<file path="config.mk">
export PLATFORM = sky130hd
export DESIGN_NAME = mem_access_ctrl
export DESIGN_NICKNAME = d
export VERILOG_FILES = /design/src/rtl/mem_access_ctrl.sv
export SDC_FILE = /design/constraint.sdc
export NUM_CORES = 1
export LEC_CHECK = 0
export BUFFER_PORTS_ARGS = -buffer_cell sky130_fd_sc_hd__buf_2
export CORE_UTILIZATION = 41
export CTS_CLUSTER_DIAMETER = 60
export CTS_CLUSTER_SIZE = 8
export DETAILED_ROUTE_END_ITERATION = 10
export PLACE_DENSITY = 0.76
export SLEW_MARGIN = 20
export SYNTH_ARGS = -nofsm -noshare
export SYNTH_HDL_FRONTEND = slang
export SYNTH_SLANG_ARGS = --single-unit
</file>
<file path="constraint.sdc">
create_clock -name clk -period 3.6 [get_ports clk]
set_clock_uncertainty 0.2 [all_clocks]
set_input_delay 0.18 -clock clk [delete_from_list [all_inputs] [get_ports clk]]
set_output_delay 0.18 -clock clk [all_outputs]
set_load 0.05 [all_outputs]
</file>
<file path="src/rtl/mem_access_ctrl.sv">
// MEM-stage data-memory access controller: IDLE -> REQ -> DONE handshake that stalls the pipeline.
// Optional REQ timeout with a sticky error flag is enabled by defining MEM_TIMEOUT_EN.
module mem_access_ctrl #(
    parameter int TIMEOUT_CYCLES = 255
) (
    input  logic        clk,
    input  logic        rst_n,
    input  logic        mem_read_i,
    input  logic        mem_write_i,
    input  logic [31:0] addr_i,
    input  logic [31:0] wdata_i,
    output logic        dmem_req_o,
    output logic        dmem_we_o,
    output logic [31:0] dmem_addr_o,
    output logic [31:0] dmem_wdata_o,
    input  logic        dmem_ack_i,
    input  logic [31:0] dmem_rdata_i,
    output logic [31:0] rdata_o,
    output logic        stall_o,
    output logic        err_o
);

    if (TIMEOUT_CYCLES < 1 || TIMEOUT_CYCLES > 255) begin : g_bad_timeout
        $error("mem_access_ctrl: TIMEOUT_CYCLES must be within 1..255");
    end

`ifdef MEM_TIMEOUT_EN
    typedef enum logic [1:0] {IDLE, REQ, DONE, ERR} state_t;
`else
    typedef enum logic [1:0] {IDLE, REQ, DONE} state_t;
`endif

    state_t state_q, state_d;
    logic   access;

    assign access = mem_read_i | mem_write_i;

`ifdef MEM_TIMEOUT_EN
    localparam logic [7:0] TMO_LAST = 8'(TIMEOUT_CYCLES - 1);
    logic [7:0] tmo_cnt_q;
    logic       err_q;
`endif

    always_ff @(posedge clk or negedge rst_n) begin
        if (!rst_n) begin
            state_q <= IDLE;
        end else begin
            state_q <= state_d;
        end
    end

    // stall is gated by rst_n so every output reads 0 while reset is held
    always_comb begin
        state_d = state_q;
        stall_o = 1'b0;
        case (state_q)
            IDLE: begin
                stall_o = access & rst_n;
                if (access) begin
                    state_d = REQ;
                end
            end
            REQ: begin
                stall_o = 1'b1;
                if (dmem_ack_i) begin
                    state_d = DONE;
                end
`ifdef MEM_TIMEOUT_EN
                else if (tmo_cnt_q == TMO_LAST) begin
                    state_d = ERR;
                end
`endif
            end
            DONE: state_d = IDLE;
`ifdef MEM_TIMEOUT_EN
            ERR:  state_d = IDLE;
`endif
            default: state_d = IDLE;
        endcase
    end

    // request/address/data registers; the write flag doubles as "this access is a store"
    always_ff @(posedge clk or negedge rst_n) begin
        if (!rst_n) begin
            dmem_req_o   <= 1'b0;
            dmem_we_o    <= 1'b0;
            dmem_addr_o  <= 32'h0;
            dmem_wdata_o <= 32'h0;
            rdata_o      <= 32'h0;
        end else begin
            dmem_req_o <= (state_d == REQ);
            if (state_q == IDLE && access) begin
                dmem_addr_o  <= addr_i;
                dmem_wdata_o <= wdata_i;
                dmem_we_o    <= mem_write_i;
            end
            if (state_q == REQ && dmem_ack_i && !dmem_we_o) begin
                rdata_o <= dmem_rdata_i;
            end
`ifdef MEM_TIMEOUT_EN
            if (state_d == ERR) begin
                rdata_o <= 32'h0;
            end
`endif
        end
    end

`ifdef MEM_TIMEOUT_EN
    // counter holds the number of REQ cycles already elapsed without ack
    always_ff @(posedge clk or negedge rst_n) begin
        if (!rst_n) begin
            tmo_cnt_q <= 8'h0;
            err_q     <= 1'b0;
        end else begin
            if (state_d == REQ && state_q != REQ) begin
                tmo_cnt_q <= 8'h0;
            end else if (state_q == REQ) begin
                tmo_cnt_q <= tmo_cnt_q + 8'h1;
            end
            if (state_q == REQ && state_d == ERR) begin
                err_q <= 1'b1;
            end
        end
    end

    assign err_o = err_q;
`else
    assign err_o = 1'b0;
`endif

endmodule

</file>
==> results.toml <==
[clocking]
cts_tree = "built"
ctsHoldBuffers = 101
numCtsBuffers = 9
clockBufferDepth = 2
clk_pin_slew_worst_paths_ns = 0.09
htree_levels = 3
clkSinkCount = 100
root_buffer = "clkbuf_8"
clkLatencyLatePin_ns = 0.34
post_cts_buffers = 0
ctsResizeCount = 0

[placement]
dp_slack_ns = 1.354
portBuffers = 199
place_area_mm2 = 0.004836
place_hpwl_mm = 5.691
gp_congestion = 0.7089

[yosys]
syn_inst = 220
syn_area_mm2 = 0.003789
syn-num-nets = 321
synth_edf_count = 0
ys_warn_count = 0
synth_top_cell_by_area = "dfrtp_1"
syn_avg_cell_area_um2 = 17.22
synth_common_cells = "dfrtp_1 (100), mux2_2 (94), buf_6 (9)"
synth.most_common_cell = "dfrtp_1"
yosysSeqAreaShare_pct = 66.05
netlist.area_leader.share_pct = 66.05
ys.flop_type = "dfrtp_1"
synthTopCellsByArea = "dfrtp_1 (66%), mux2_2 (28%), buf_6 (2.7%), mux2_1 (0.59%), nor3_4 (0.43%)"
ys_ff_latch = 100
async_flop_share_pct = 100.0
synth.distinct_cells = 16

[worst_setup_path]
r2r_end = "dmem_wdata_o[1]"
end_kind = "flop"
path_cells = "dlygate4sd3_1 -> buf_2 -> o21ai_4 -> buf_4 -> mux2_2"
critPathRequiredTime_ns = 3.63
r2r_start = "state_q[1]"
crit_slowest_cell = "o21ai_4"
critPathMaxStageDelay_ns = 0.59
r2r_setup_slack_ns = 1.42
crit_arrival_ns = 2.47
critPathCapture = "dmem_wdata_o[1]"
startpoint = "mem_write_i"
rr_worst_depth = 4
startpoint_type = "input pin"
crit_type = "input pin to flop"
worstPathMaxFanout = 42

[drt]
wl_met3_um = 685
wl_met2_mm = 5.042
drc_errors = 15
drt_iter0_drc = 72
wl_met1_mm = 3.565
via_per_inst = 4.710
firstDrtPassIters = 7
routed.top_layer = "met4"
wl_per_cell_um = 14.98
ant_nets = 0
routed_wl_mm = 9.512
num_vias = 2991

[status]
violations = "design-rule violations"
outcome = "complete, but fails checks"

[global_routing]
overflow = 0
grt_max_degree = 62
antenna_found_initial = 0
grt_pass1_wl_mm = 15.80
grt_use_total_pct = 21.00
first_global_vias = 3382

[cells_and_area]
diodes = 0
nNetsFinal = 625
nFillCells = 625
utilization_pct = 68.75
drive_above_1_share_pct = 59.39
final_area_mm2 = 0.006083
register_area_mm2 = 0.002502
area.growth.synth_to_final_pct = 60.57
multi_input_area_mm2 = 0.001174

[sta]
setup_violations = 0
worst_pin_slew_ns = 0.7352
slew_headroom_pct = 50.99
fmax_ghz = 0.4095
fin_tns_setup_ns = 0
setup_ws_ns = 1.158
rsz0062_at_grt = "false"
finalMaxSlewViolations = 0
hold_viol = 0
finalCritPeriodShare_pct = 67.84
period_needed_ns = 2.442

[die]
core_mm2 = 0.008848
die_w_um = 98.13
initial_utilization_pct = 42.82
die-area_mm2 = 0.009629
ioPinCount = 201
placementRows = 34
fp.dieH_um = 98.13

[power]
pwr-share-comb_pct = 55.9
powerDensity_mw_per_mm2 = 1043
p_int_mw = 3.136
p_leak_nw = 2.938
switching_power_mw = 3.209
clockPowerShare_pct = 13.2
power_frac_seq_pct = 31.0
swShare_pct = 50.58
vdd_drop_max_mv = 0.5764

[worst_hold_path]
hold_path.class = "input pin to async pin"

[job]
cap_violations = 0
[sequential cells by signal, summed over array words and instances (netlist names)]
name	count
dmem_wdata_o	32
dmem_addr_o	32
rdata_o	32
dmem_req_o	1
state_q	2
dmem_we_o	1
[per-stage QoR]
| stage | instances | power (mW) | hold slack (ns) |
|---|---|---|---|
| 2_1_floorplan | 220 | 4.647 | -0.3156 |
| 3_3_place_gp | 520 | 5.343 | -0.02227 |
| 3_5_place_dp | 520 | 5.418 | -0.008643 |
| 4_1_cts | 635 | 6.351 | 0.1416 |
| 5_1_grt | 635 | 6.631 | 0.1619 |
| 6_report | 635 | 6.345 | 0.1396 |
[placed cells by master, fill, tap and decap left out, drive strengths merged]
| cell type | Yosys | routed |
|---|---|---|
| o21ai | 2 | 2 |
| nand2 | 2 | 2 |
| clkinv | 0 | 1 |
| mux2 | 96 | 96 |
| inv | 1 | 1 |
| bufinv | 0 | 3 |
| o31ai | 1 | 1 |
| nor3 | 1 | 1 |
| conb | 1 | 1 |
| dlygate4sd3 | 0 | 101 |
| clkbuf | 0 | 10 |
| a22o | 1 | 1 |
| dfrtp | 100 | 100 |
| nor2 | 4 | 4 |
| buf | 10 | 202 |
| a21oi | 1 | 1 |
[critical path: cells and delay by family]
family / cells / cell delay (ns)
compound gates: 1 / 0.59
buf+inv: 3 / 1.25
mux: 1 / 0.40
[kinds of logic (layout without fill, tap and decap cells)]
kind of cell,Yosys count,in the layout,share of synthesized area [%]
and+or+nand+nor,7,7,1.222
muxes,96,96,28.53
buffers and inverters,11,318,2.972
other,1,1,0.09898
AOI/OAI and AO/OA,5,5,1.123
DFF,100,100,66.05
[routing by layer]
| layer | vias to the layer above | track usage, % |
|---|---|---|
| met5 | - | 0 |
| met4 | 0 | 8.741 |
| met1 | 1469 | 23.12 |
| li1 | 1378 | - |
| met2 | 126 | 38.14 |
| met3 | 18 | 5.655 |
[cell type report]
| cell class | count | share of cell area [%] |
|---|---|---|
| flip-flops and latches | 100 | 41.14 |
| repair buffers | 303 | 33.40 |
| multi-input cells | 109 | 19.29 |
| clock buffers | 10 | 2.262 |
| well taps | 108 | 2.221 |
| clock inverters | 4 | 1.625 |
| inverters | 1 | 0.06170 |
[worst min path at each step]
| stage | from | to | slack, ns | cells after the start |
|---|---|---|---|---|
| final | rst_n | rdata_o[23] | 0.14 | 2 |
| after global routing | rst_n | rdata_o[23] | 0.16 | 2 |
| after CTS | rst_n | rdata_o[23] | 0.14 | 2 |
| after detailed placement | rst_n | rdata_o[23] | -0.009 | 1 |
| after global placement | rst_n | rdata_o[23] | -0.02 | 1 |
| after floorplan | rst_n | dmem_addr_o[0] | -0.32 | 0 |
[power by group through the flow]
stage          combinational (mW)  sequential (mW)  clock, mW
3_3_place_gp                 3.41             1.94          0
4_1_cts                      3.54             1.95      0.861
3_5_place_dp                 3.45             1.97          0
2_1_floorplan               0.720             3.93          0
6_report                     3.55             1.96      0.835
5_1_grt                      3.68             2.03      0.920
Note: power is estimated with default switching activity, not from simulation.
